[src/rtl/exec_sequencer_if.sv]
// Command channel into the run-control sequencer: a valid/ready handshake
// carrying a 2-bit run-control opcode.
interface exec_sequencer_if;
    logic       cmdValid;
    logic       cmdReady;
    logic [1:0] cmdOp;

    modport master (
        output cmdValid,
        output cmdOp,
        input  cmdReady
    );

    modport slave (
        input  cmdValid,
        input  cmdOp,
        output cmdReady
    );
endinterface

[src/rtl/exec_sequencer.sv]
// Run-control sequencer for the single-cycle RV32 datapath: gates PC update and
// architectural commit, handles run/step/halt/clear, breakpoints and system opcodes.
module exec_sequencer #(
    parameter int XLEN      = 32,
    parameter int CNT_WIDTH = 32
) (
    input  logic                 clk,
    input  logic                 reset,
    exec_sequencer_if.slave      cmd,
    input  logic                 bpEnable,
    input  logic [XLEN-1:0]      bpAddr,
    input  logic [XLEN-1:0]      pcOut,
    input  logic [6:0]           opcode,
    output logic                 pcEnable,
    output logic                 commitEnable,
    output logic                 halted,
    output logic [1:0]           haltCause,
    output logic [CNT_WIDTH-1:0] cycles,
    output logic [CNT_WIDTH-1:0] retired
);

    typedef enum logic [1:0] {
        ST_IDLE   = 2'b00,
        ST_RUN    = 2'b01,
        ST_STEP   = 2'b10,
        ST_HALTED = 2'b11
    } state_t;

    localparam logic [1:0] OP_RUN   = 2'b00;
    localparam logic [1:0] OP_STEP  = 2'b01;
    localparam logic [1:0] OP_HALT  = 2'b10;
    localparam logic [1:0] OP_CLEAR = 2'b11;

    localparam logic [1:0] CAUSE_RESET = 2'b00;
    localparam logic [1:0] CAUSE_CMD   = 2'b01;
    localparam logic [1:0] CAUSE_BP    = 2'b10;
    localparam logic [1:0] CAUSE_SYS   = 2'b11;

    localparam logic [6:0] SYSTEM_OPCODE = 7'b1110011;

    state_t                 state_q, state_d;
    logic                   skip_bp_q, skip_bp_d;
    logic [1:0]             halt_cause_q, halt_cause_d;
    logic [CNT_WIDTH-1:0]   cycles_q, cycles_d;
    logic [CNT_WIDTH-1:0]   retired_q, retired_d;

    logic cmd_ready;
    logic cmd_fire;
    logic bp_hit;
    logic sys_op;
    logic pc_en;
    logic commit_en;

    assign cmd_ready = (state_q != ST_STEP);
    assign cmd_fire  = cmd.cmdValid & cmd_ready;
    // skip_bp lets a resume execute the very instruction it stopped on.
    assign bp_hit    = bpEnable & (pcOut == bpAddr) & ~skip_bp_q;
    assign sys_op    = (opcode == SYSTEM_OPCODE);

    always_comb begin
        state_d      = state_q;
        skip_bp_d    = skip_bp_q;
        halt_cause_d = halt_cause_q;
        cycles_d     = cycles_q;
        retired_d    = retired_q;
        pc_en        = 1'b0;
        commit_en    = 1'b0;

        case (state_q)
            ST_IDLE, ST_HALTED: begin
                if (cmd_fire && cmd.cmdOp == OP_RUN) begin
                    state_d   = ST_RUN;
                    skip_bp_d = 1'b1;
                end else if (cmd_fire && cmd.cmdOp == OP_STEP) begin
                    state_d   = ST_STEP;
                    skip_bp_d = 1'b1;
                end
            end

            ST_RUN: begin
                cycles_d  = cycles_q + CNT_WIDTH'(1);
                skip_bp_d = 1'b0;
                if (bp_hit) begin
                    // The breakpointed instruction is held off entirely.
                    state_d      = ST_HALTED;
                    halt_cause_d = CAUSE_BP;
                end else begin
                    pc_en     = 1'b1;
                    commit_en = 1'b1;
                    retired_d = retired_q + CNT_WIDTH'(1);
                    if (sys_op) begin
                        state_d      = ST_HALTED;
                        halt_cause_d = CAUSE_SYS;
                    end else if (cmd_fire && cmd.cmdOp == OP_HALT) begin
                        state_d      = ST_HALTED;
                        halt_cause_d = CAUSE_CMD;
                    end
                end
            end

            ST_STEP: begin
                cycles_d     = cycles_q + CNT_WIDTH'(1);
                retired_d    = retired_q + CNT_WIDTH'(1);
                pc_en        = 1'b1;
                commit_en    = 1'b1;
                skip_bp_d    = 1'b0;
                state_d      = ST_HALTED;
                halt_cause_d = sys_op ? CAUSE_SYS : CAUSE_CMD;
            end

            default: begin
                state_d = ST_IDLE;
            end
        endcase

        // CLEAR wins over any increment computed above.
        if (cmd_fire && cmd.cmdOp == OP_CLEAR) begin
            cycles_d  = '0;
            retired_d = '0;
        end

        if (!reset) begin
            pc_en     = 1'b0;
            commit_en = 1'b0;
        end
    end

    always_ff @(posedge clk) begin
        if (!reset) begin
            state_q      <= ST_IDLE;
            skip_bp_q    <= 1'b0;
            halt_cause_q <= CAUSE_RESET;
            cycles_q     <= '0;
            retired_q    <= '0;
        end else begin
            state_q      <= state_d;
            skip_bp_q    <= skip_bp_d;
            halt_cause_q <= halt_cause_d;
            cycles_q     <= cycles_d;
            retired_q    <= retired_d;
        end
    end

    assign cmd.cmdReady = cmd_ready;
    assign pcEnable     = pc_en;
    assign commitEnable = commit_en;
    assign halted       = (state_q == ST_IDLE) || (state_q == ST_HALTED);
    assign haltCause    = halt_cause_q;
    assign cycles       = cycles_q;
    assign retired      = retired_q;

endmodule

[src/flat_wrapper.sv]
// flat-port wrapper written by rule: the top's interface ports become plain ports
module exec_sequencer_flat 
#(
    parameter int XLEN      = 32,
    parameter int CNT_WIDTH = 32
)
  (clk, reset, bpEnable, bpAddr, pcOut, opcode, pcEnable, commitEnable, halted, haltCause, cycles, retired, cmd_cmdValid, cmd_cmdOp, cmd_cmdReady);
  exec_sequencer_if cmd_i ();
  input  logic clk;
  input  logic reset;
  input  logic bpEnable;
  input  logic [XLEN-1:0] bpAddr;
  input  logic [XLEN-1:0] pcOut;
  input  logic [6:0] opcode;
  output logic pcEnable;
  output logic commitEnable;
  output logic halted;
  output logic [1:0] haltCause;
  output logic [CNT_WIDTH-1:0] cycles;
  output logic [CNT_WIDTH-1:0] retired;
  input wire logic [$bits(cmd_i.cmdValid)-1:0] cmd_cmdValid;
  input wire logic [$bits(cmd_i.cmdOp)-1:0] cmd_cmdOp;
  output wire logic [$bits(cmd_i.cmdReady)-1:0] cmd_cmdReady;
  assign cmd_i.cmdValid = cmd_cmdValid;
  assign cmd_i.cmdOp = cmd_cmdOp;
  assign cmd_cmdReady = cmd_i.cmdReady;
  exec_sequencer #(.XLEN(XLEN), .CNT_WIDTH(CNT_WIDTH)) u_core (.clk(clk), .reset(reset), .cmd(cmd_i), .bpEnable(bpEnable), .bpAddr(bpAddr), .pcOut(pcOut), .opcode(opcode), .pcEnable(pcEnable), .commitEnable(commitEnable), .halted(halted), .haltCause(haltCause), .cycles(cycles), .retired(retired));
endmodule
[config.mk]
export PLATFORM = sky130hd
export DESIGN_NAME = exec_sequencer_flat
export DESIGN_NICKNAME = d
export VERILOG_FILES = /design/src/rtl/exec_sequencer_if.sv /design/src/rtl/exec_sequencer.sv /design/src/flat_wrapper.sv
export SDC_FILE = /design/constraint.sdc
export NUM_CORES = 1
export LEC_CHECK = 0
export ABC_CLOCK_PERIOD_IN_PS = 5050
export BUFFER_PORTS_ARGS = -buffer_cell sky130_fd_sc_hd__buf_4
export CAP_MARGIN = 10
export CORE_MARGIN = 1
export CORE_UTILIZATION = 53
export CTS_CLUSTER_DIAMETER = 100
export DETAILED_ROUTE_END_ITERATION = 8
export GPL_TIMING_DRIVEN = 1
export MAX_ROUTING_LAYER = met4
export PLACE_DENSITY_LB_ADDON = 0.25
export RECOVER_POWER = 100
export SKIP_CTS_REPAIR_TIMING = 1
export SYNTH_ARGS = -nofsm -noshare
export SYNTH_HDL_FRONTEND = slang
export SYNTH_SLANG_ARGS = --single-unit
[constraint.sdc]
create_clock -name clk -period 5.05 [get_ports clk]
set_clock_uncertainty 0.1 [all_clocks]
set_input_delay 1.01 -clock clk [delete_from_list [all_inputs] [get_ports clk]]
set_output_delay 1.01 -clock clk [all_outputs]
set_load 0.1 [all_outputs]
# After elaboration in Yosys (flattened, before gate mapping)
# Cells that the tools add are included.
# totals
ff_bits	69
input_bits	77
out_inout_bits	70
wordCells	57
# classes
add_sub_neg	2
eq_ne	12
mux	19
bitwise_logic	5
n_reduce_logical	14
# op_table
operator	n
$add A32 B1 Y32 const B	2
$pmux W32 S2	1
$eq A32 B32 Y1	1
$mux W32	1
$mux W2	9
$eq A2 B2 Y1 const B	4
$eq A7 B7 Y1 const B	1
$pmux W2 S3	1
$reduce_and A2 Y1	3
$reduce_or A2 Y1	3
$eq A2 B1 Y1 const B	2
$logic_and A1 B1 Y1	4
$logic_not A2 Y1	2
$mux W1	4
$ne A2 B2 Y1 const B	2
$ne A4 B1 Y1 const B	1
$pmux W1 S2	2
$pmux W2 S2	1
$and A1 B1 Y1	3
$ne A3 B1 Y1 const B	1
$not A1 Y1	2
$reduce_bool A2 Y1	1
$logic_or A1 B1 Y1	1

# Logic depth before layout (Yosys ltp)
# Gate-level depths: netlist of run 1.
# depth
word_depth	7
mapped_depth	10
depth_no_buf	8

# Worst setup path before layout of run 1
# No wires, ideal clock.
# synth_timing
path_kind	input port to output port
start	input port bpAddr[24]
end	output port pcEnable
arrival_ns	3.317
required_ns	3.940
path_slack_ns	0.623
stages	8
path_buffers	2
path_cell_list	xor2_1 nor4_1 nand4b_1 nor4_4 buf_2 o21ai_0 and3_1 buf_4
# synth_between
elab_chain_len	6
# synth_lines
element	line_no	source
start, declared	flat_wrapper.sv:12	input logic [XLEN-1:0] bpAddr;
$eq A32 B32 Y1	exec_sequencer.sv:57	assign bp_hit = bpEnable & (pcOut == bpAddr) & ~skip_bp_q;
$and A1 B1 Y1 (2 in a row)	exec_sequencer.sv:57	
$mux W1	-	
$pmux W1 S2	-	
$mux W1	-	
end, declared	flat_wrapper.sv:15	output logic pcEnable;
# No other way between the ends.

# Worst setup path in the final report of run 1
# layout_timing
start	input port bpAddr[24]
end	register u_core.halt_cause_q[1], in the netlist u_core.haltCause[1]
# layout_between
elab_chain_len	5
word_cells_on_any_way	7
classes_between	2 x eq/ne; 2 x mux; 2 x bitwise; 1 x reduce/logical
# layout_lines
element	line_no	source
$eq A32 B32 Y1 *	exec_sequencer.sv:57	
$and A1 B1 Y1 * (2 in a row)	exec_sequencer.sv:57	
$ne A4 B1 Y1 (no source line) or $mux W2 (tied branches)	-	
$reduce_and A2 Y1 (no source line) or $pmux W2 S2 (tied branches)	-	
end signal, assigned	exec_sequencer.sv:138	halt_cause_q <= halt_cause_d;
end, declared	exec_sequencer.sv:43	logic [1:0] halt_cause_q, halt_cause_d;
# Mark *: on every way between the ends. The rest lies on a longest branch, timed or not.
# A chain may end at the register's enable or synchronous reset.

==> results of run 1 <==
-- cells by family after synthesis --
group,Yosys count
buf+inv,33
fa+ha+maj,4
simple gates,221
compound gates,44
xor+xnor,61
mux,33
flops,69
-- routing by layer --
| layer | share of wire [%] | wire length, um | vias up |
|---|---|---|---|
| met2 | 49 | 5097 | 136 |
| met3 | 6.3 | 653 | 19 |
| met5 | 0 | 0 | - |
| li1 | - | - | 1885 |
| met1 | 42 | 4353 | 1806 |
| met4 | 2.1 | 217 | 0 |
-- power by group --
| part | internal (mW) | leakage (nW) | switching, mW |
|---|---|---|---|
| combinational | 0.157 | 1.27 | 0.507 |
| sequential | 0.574 | 0.557 | 0.0292 |
| clock | 0.330 | 0.116 | 0.221 |
-- worst paths after layout --
kind	startpoint	endpoint	slack (ns)	cells past startpoint
max	bpAddr[24]	u_core.haltCause[1]$_SDFFE_PN0P_	1.20	8
min	u_core.haltCause[0]$_SDFFE_PN0P_	u_core.haltCause[0]$_SDFFE_PN0P_	0.37	2
max reg2reg	u_core.state_q[0]$_SDFFE_PN0P_	u_core.retired[29]$_SDFFE_PP0P_	1.84	6
min reg2reg	u_core.haltCause[0]$_SDFFE_PN0P_	u_core.haltCause[0]$_SDFFE_PN0P_	0.37	2
-- per-stage QoR --
| stage | worst slack (ns) | power, mW |
|---|---|---|
| detailed placement | 1.293 | 1.302 |
| finish | 1.204 | 1.818 |
| global placement | 1.389 | 1.285 |
| floorplan | 0.6234 | 1.134 |
| global route | 0.9731 | 1.896 |
| CTS | 1.289 | 1.849 |
-- placed cells by master, fill, tap and decap left out, drive strengths merged, types with 9 or more instances in the layout --
cell type	n
dfxtp	69
mux2i	33
a21oi	24
nand2	56
nand2b	32
buf	77
xor2	57
and3	14
nor2	34
nand3	25
inv	9
clkbuf	79
nand4	22
-- cell type report --
| class | count | area, sq um | share of cell area [%] |
|---|---|---|---|
| inverter | 8 | 30.03 | 0.6033 |
| sequential | 69 | 1381 | 27.75 |
| timing repair buffer | 147 | 844.6 | 16.97 |
| clock buffer | 9 | 123.9 | 2.489 |
| multi-input combinational | 363 | 2355 | 47.31 |
| clock inverter | 7 | 122.6 | 2.464 |
| tap | 96 | 120.1 | 2.413 |
-- worst reg2reg max path: stages, from the launching register on --
cell and delay, ns:
dfxtp_1 0.36, ha_1 0.96, inv_1 0.24, nand2_1 0.54, nand2_1 0.15, a2111oi_0 0.56
mux2i_1 0.23
-- state kept, by name, indices dropped and copies added (netlist names) --
name              count
u_core.skip_bp_q      1
u_core.cycles        32
u_core.state_q        2
u_core.retired       32
u_core.haltCause      2
==> summary.md, run 1 <==
| Metric | Value |
|---|---|
| Number of global-route vias before repair | about 3500 |
| Total die area | ~7700 sq um |
| Simple-gate portion of the synthesized area | 30.11% |
| Power Density | roughly 370 nW/um^2 |
| Ys Warns | 0 |
| Post-synthesis compound-gate area fraction | about 7.4% |
| Worst Max-Slew Pin Slew | about 1.5 ns |
| Failing checks | capacitance limit, slew limit |
| Commonest cells in the netlist | 69 x dfxtp_1, 57 x xor2_1, 56 x nand2_1 |
| CTS sink count | 69 |
| CP Capture Type | register |
| Avg Cell Area, Syn | between 8 and 9 sq um |
| Post-synth EDFFs | 0 |
| Post-synthesis mux area share | under 10% |
| Yosys top cell by area | dfxtp_1 |
| Largest cells by area after synthesis | dfxtp_1 35%, xor2_1 13%, mux2i_1 8.5% |
| Leakage | approximately 2 nW |
| Main combinational cell family by area after synthesis | simple AND/OR/NAND/NOR gates |
| Synth Area in Adders | about 1.3% |
| First-pass GRT wire length | between 15000 and 20000 um |
| GP Congestion | ~0.79 |
| CP Data Required Time | 5.18 ns |
| Setup violators final | 0 |
| Post-layout util | between 70% and 80% |
| Antenna cells | 0 |
| Largest net degree at the start of global routing | 65 |
| Placed cell count | slightly below 700 |
| XOR/XNOR Fraction of Synth Area | between 10 and 15% |
| Period minus WS final | 3.846 ns |
| CTS buffer count | 9 |
| Met3 usage | 5.749% |
| Top-count cell post-synth | dfxtp_1 |
| Ratio of cells with drive above 1 in the final layout | roughly 16% |
| Crit path cell chain | clkbuf_4, xor2_1, nor4_1, nand4b_1, nor4_1, clkbuf_1, o21ai_0, o31a_1 |
| DP Area | about 5000 sq um |
| Setup TNS | 0 ns |
| Wire per inst | between 10 and 15 um |
| Register area share after synthesis | 35.48% |
| Final slew viol count | 37 |
| Vias | around 3800 |
| Die Ht | roughly 88 um |
| CTS Buffer Depth | 2 |
| Post-synth cell types | 39 |
| Core area | between 6000 and 7000 sq um |
| CP delay by family, top | buffers and inverters |
| Flip-flop and latch count after synthesis | between 60 and 70 |
| Crit path DAT | 3.98 ns |
| Met1 usage | 31.37% |
| Outcome | complete, but fails checks |
| WHS | roughly 0.37 ns |
| I/O Pins | around 150 |
| Clock Pin Slew Worst Setup and Hold Paths | around 0.070 ns |
| First-pass DRT Iterations | 4 |
| Ys flop type | dfxtp_1 |
| Synth async-reset ratio | 0% |
| FILL cells | 600 |
| Drt via density | between 5 and 6 |
| Std cell rows | 30 |
| Initial antenna violation count | 0 |
| Initial DRC Count | 191 |
| Fmax | roughly 260 MHz |
| CTS tree | yes |
| Buf/Inv on CP | 2 |
| WS Path Type | primary input to register |
| Type of origin of the critical path | primary input |
| Syn nets | roughly 550 |
| Antenna Nets Post-Route | 0 |
| Dpl hpwl | 7440 um |
| Final period utilization | about three quarters |
| Clk Latency, worst-skew pair | between 0.3 and 0.4 ns |
| GRT Max-Usage Layer | met2 |
| CP dominant cell by count | nor4_1 |
| Crit-path slowest cell | clkbuf_1 |
| Max incr delay on CP | ~1.2 ns |
| GRT Util Overall | between 20% and 30% |
| Non-Filler Instances | roughly 700 |
| Slew HR | -1.854% |
| Clk root buf | clkbuf_8 |
| Global Route met2 Usage | 45.88% |
| Crit Path Max Fanout | 36 |
| Unrepaired setup endpoints after global routing | no |
| Final WL | roughly 10000 um |
| Yosys top cell area share | a little over a third |
| Final #Nets | roughly 680 |
| Final Hold Vio Count | 0 |
| Mapped Area | between 3000 and 4000 sq um |
| IR drop worst, VDD | between 0.2 and 0.3 mV |
| Final Cell Area | roughly 5000 sq um |
| H-tree depth | 3 |
| Post-Syn Instances | around 470 |
| Die W | a little under 90 um |
| Initial Util | 56.07% |
| P&R area growth vs syn | 27.83% |
| Total grt overflow | 0 |
| Hold crit path type | register to register |
| Max-cap viol count | 1 |
| Port bufs | between 100 and 150 |
| DR DRC count | 0 |
(Power assumes the default switching activity.)
==> inputs of run 2 (changes only) <==
ABC_CLOCK_PERIOD_IN_PS = 3600   (was 5050)
CORE_UTILIZATION = 50   (was 53)
clock period = 3.6 ns   (was 5.05 ns; I/O delays follow)
==> summary.md, run 2 (synthesis results as in run 1) <==
| Metric | Value |
|---|---|
| Std cell rows | 31 |
| Die W | 90.25 um |
| Dpl hpwl | 7481 um |
| R2R setup slack | between 0.7 and 0.8 ns |
| First-pass DRT Iterations | 4 |
| Port bufs | between 100 and 150 |
| Leakage | about 2 nW |
| Total die area | roughly 8100 sq um |
| Setup TNS | 0 ns |
| Power Density | 501.6 nW/um^2 |
| Antenna Nets Post-Route | 0 |
| Ratio of cells with drive above 1 in the final layout | 16.39% |
| DR DRC count | 0 |
| Hold Path Depth | 2 |
| Clock Pin Slew Worst Setup and Hold Paths | 0.07 ns |
| Clk Latency, worst-skew pair | approximately 0.34 ns |
| GP Congestion | about 0.8 |
| Period minus WS final | between 3 and 4 ns |
| Worst Max-Slew Pin Slew | ~1.2 ns |
| Final slew viol count | 0 |
| CTS Buffer Depth | 2 |
| P&R area growth vs syn | 27.80% |
| Reg area | 1381 sq um |
| Most frequent cells in the layout | 75 x buf_4, 69 x clkbuf_1, 69 x dfxtp_1, 57 x xor2_1, 56 x nand2_1 |
| Slew HR | between 10% and 20% |
| Worst Reg-to-Reg Cells | 8 |
| Wire per inst | 14.83 um |
| WS Path Type | primary input to primary output |
| Largest net degree at the start of global routing | 65 |
| H-tree depth | 3 |
| Initial DRC Count | between 150 and 200 |
| Drt via density | 5.465 |
| Hold crit path type | register to register |
| Total grt overflow | 0 |
| First-pass GRT wire length | around 17000 um |
| Fmax | approximately 300 MHz |
| Setup violators final | 0 |
| FF-to-FF End | u_core.cycles[27]$_SDFFE_PP0N_ |
| Clk root buf | clkbuf_8 |
| Die Ht | 90.25 um |
| Max-cap viol count | 0 |
| IR drop worst, VDD | around 0.26 mV |
| Core area | roughly 7400 sq um |
| CTS sink count | a little under 70 |
| Number of global-route vias before repair | ~3700 |
| Final period utilization | between 90% and 100% |
| Type of origin of the critical path | primary input |
| Outcome | completed |
| CTS tree | yes |
| DP Area | approximately 5000 sq um |
| WHS | approximately 0.37 ns |
| Reg2Reg Launch Point | u_core.state_q[0]$_SDFFE_PN0P_ |
| CP Data Required Time | approximately 2.8 ns |
| Post-layout util | 67.17% |
| Multi-input gate area | 2365 sq um |
| FILL cells | about 700 |
| CTS buffer count | 9 |
| Initial Util | between 50 and 60% |
| Vias | 3842 |
| Hold path startpoint | u_core.haltCause[0]$_SDFFE_PN0P_ |
| Initial antenna violation count | 0 |
| Antenna cells | 0 |
| Crit path DAT | about 2.5 ns |
| Final Hold Vio Count | 0 |
| Final #Nets | 680 |
| Unrepaired setup endpoints after global routing | no |
| Final Cell Area | roughly 5000 sq um |
| GRT Util Overall | between 20% and 30% |
| I/O Pins | 147 |
| CP Capture Type | primary output |
| Crit Path Max Fanout | 2 |
| Final WL | approximately 10000 um |
| Commonest non-fill, non-tap cell in the layout | buf_4 |
| Worst Hold Path EP | u_core.haltCause[0]$_SDFFE_PN0P_ |
[run 2: routing by layer]
layer,up-vias,GRT usage [%],wire length (um)
met5,-,-,0
met4,0,9.677,159
met3,13,6.599,561
met2,121,45.42,5356
met1,1823,28.47,4346
li1,1885,-,-
[run 2: critical path: stages]
cell and delay (ns):
buf_4 0.11, xor2_1 0.15, nor4_1 0.32, nand2_1 0.13
nor4_1 0.37, o21ai_0 0.13, and3_4 0.19, clkbuf_2 0.36
[run 2: worst max-delay path by stage]
stage          slack [ns]       start  endpoint
6_report             0.30  bpAddr[27]  pcEnable
5_1_grt              0.16  bpAddr[24]  pcEnable
4_1_cts              0.50   bpAddr[6]  pcEnable
3_5_place_dp         0.50   bpAddr[6]  pcEnable
3_3_place_gp         0.52  bpAddr[10]  pcEnable
2_1_floorplan        0.11  bpAddr[24]  pcEnable
[run 2: final cells by class]
cell class              count  share of cell area [%]
multi-input cells         363                   47.52
flip-flops and latches     69                   27.76
repair buffers            148                   16.97
clock buffers              10                   2.766
well taps                  99                   2.489
clock inverters             6                   1.886
inverters                   8                  0.6035
[run 2: per-stage QoR]
step / instances / power, mW / worst slack, ns
after floorplan: 465 / 1.595 / 0.1077
after global placement: 687 / 1.815 / 0.5190
after detailed placement: 687 / 1.830 / 0.5030
after CTS: 703 / 2.553 / 0.5027
after global routing: 703 / 2.607 / 0.1614
final: 703 / 2.496 / 0.3030
[run 2: report_power, final]
part,switching (mW),internal (mW)
registers,0.0403,0.805
clock network,0.306,0.414
logic,0.711,0.220
total,1.06,1.44
==> inputs of run 3 (changes only) <==
CTS_BUF_LIST = sky130_fd_sc_hd__clkbuf_16   (was unset)
==> summary.md, run 3 (synthesis results as in run 1) <==
| Metric | Value |
|---|---|
| Non-Filler Instances | 703 |
| Hold crit path type | register to register |
| GRT Util Overall | 26.60% |
| Dpl hpwl | 7481 um |
| Commonest non-fill, non-tap cell in the layout | buf_4 |
| CTS buffer count | 9 |
| Clock Pin Slew Worst Setup and Hold Paths | about 0.06 ns |
| Reg area | approximately 1400 sq um |
| Power Density | 537.0 nW/um^2 |
| WS Path Type | primary input to primary output |
| Ratio of cells with drive above 1 in the final layout | around 16% |
| Setup violators final | 0 |
| Drt via density | 5.508 |
| Die W | approximately 90 um |
| Total grt overflow | 0 |
| GP Congestion | 0.8086 |
| Final #Nets | 680 |
| Total die area | approximately 8100 sq um |
| Initial Util | a little over half |
| Final period utilization | between 90% and 100% |
| Type of origin of the critical path | primary input |
| Crit Path Max Fanout | 2 |
| Clk root buf | clkbuf_16 |
| Largest net degree at the start of global routing | 65 |
| Final slew viol count | 0 |
| Number of global-route vias before repair | approximately 3700 |
| Setup TNS | 0 ns |
| Worst Max-Slew Pin Slew | between 1 and 1.5 ns |
| Port bufs | around 150 |
| Final WL | 10560 um |
| IR drop worst, VDD | approximately 0.42 mV |
| Max-cap viol count | 0 |
| Worst slack at placement | ~0.5 ns |
| FILL cells | just under 700 |
| Leakage | 1.984 nW |
| Antenna Nets Post-Route | 0 |
| Unrepaired setup endpoints after global routing | no |
| H-tree depth | 3 |
| Wire per inst | 15.02 um |
| Final Hold Vio Count | 0 |
| CTS sink count | 69 |
| First-pass DRT Iterations | 5 |
| Multi-input gate area | 2365 sq um |
| DR DRC count | 0 |
| CP Capture Type | primary output |
| Slew HR | between 10% and 20% |
| I/O Pins | 147 |
| Outcome | completed |
| Antenna cells | 0 |
| CTS Buffer Depth | 2 |
| Final setup margin | 0.3029 ns |
| Most frequent cells in the layout | 75 x buf_4, 69 x clkbuf_1, 69 x dfxtp_1, 57 x xor2_1, 56 x nand2_1 |
| CP Data Required Time | roughly 2.8 ns |
| Die Ht | approximately 90 um |
| Placed cell count | slightly below 700 |
| Fmax | approximately 300 MHz |
| Initial antenna violation count | 0 |
| First-pass GRT wire length | about 17000 um |
| Vias | between 3000 and 4000 |
| Initial DRC Count | approximately 210 |
| P&R area growth vs syn | 30.14% |
| Crit path DAT | approximately 2.5 ns |
| CTS tree | yes |
| Std cell rows | 31 |
| Period minus WS final | roughly 3.3 ns |
| Clk Latency, worst-skew pair | between 0.3 and 0.4 ns |
| Core area | 7408 sq um |
| Power Total | approximately 2.7 mW |
==> run 3: metrics by stage <==
step	hold WS (ns)	utilization [%]	instance area [sq um]
2_1_floorplan	0.3633	-	3899
3_3_place_gp	0.3551	67.84	5026
3_5_place_dp	0.3642	67.84	5026
4_1_cts	0.3730	72.20	5349
5_1_grt	0.3897	68.40	5067
6_report	0.3717	68.40	5067
==> run 3: worst paths after layout <==
check / end / slack, ns / start / cells after the start
worst max register to register: u_core.cycles[28]$_SDFFE_PP0N_ / 0.76 / u_core.state_q[0]$_SDFFE_PN0P_ / 8
worst max-delay path: pcEnable / 0.30 / bpAddr[27] / 8
worst min register to register: u_core.haltCause[0]$_SDFFE_PN0P_ / 0.37 / u_core.haltCause[0]$_SDFFE_PN0P_ / 2
worst min-delay path: u_core.haltCause[0]$_SDFFE_PN0P_ / 0.37 / u_core.haltCause[0]$_SDFFE_PN0P_ / 2
==> run 3: per-layer routing <==
| metal | routed length [um] | global-route usage (%) | vias to the layer above |
|---|---|---|---|
| met5 | 0 | - | - |
| met4 | 172 | 8.737 | 0 |
| met3 | 630 | 6.937 | 17 |
| met2 | 5458 | 47.65 | 145 |
| met1 | 4296 | 28.41 | 1824 |
| li1 | - | - | 1886 |
==> run 3: cell type report <==
type                    count  area share [%]
clock buffers               9           4.444
clock inverters             7           1.926
inverters                   8          0.5926
multi-input cells         363           46.67
flip-flops and latches     69           27.26
well taps                  99           2.444
repair buffers            148           16.67
==> run 3: worst max-delay path, stage by stage <==
cell	delay, ns
buf_4	0.11
xor2_1	0.15
nor4_1	0.32
nand2_1	0.13
nor4_1	0.37
o21ai_0	0.13
and3_4	0.19
clkbuf_2	0.36
==> run 3: report_power, final <==
part	internal [mW]	switching, mW	total, mW
sequential	0.806	0.0399	0.846
combinational	0.220	0.712	0.932
clock	0.608	0.335	0.943
total	1.63	1.09	2.72
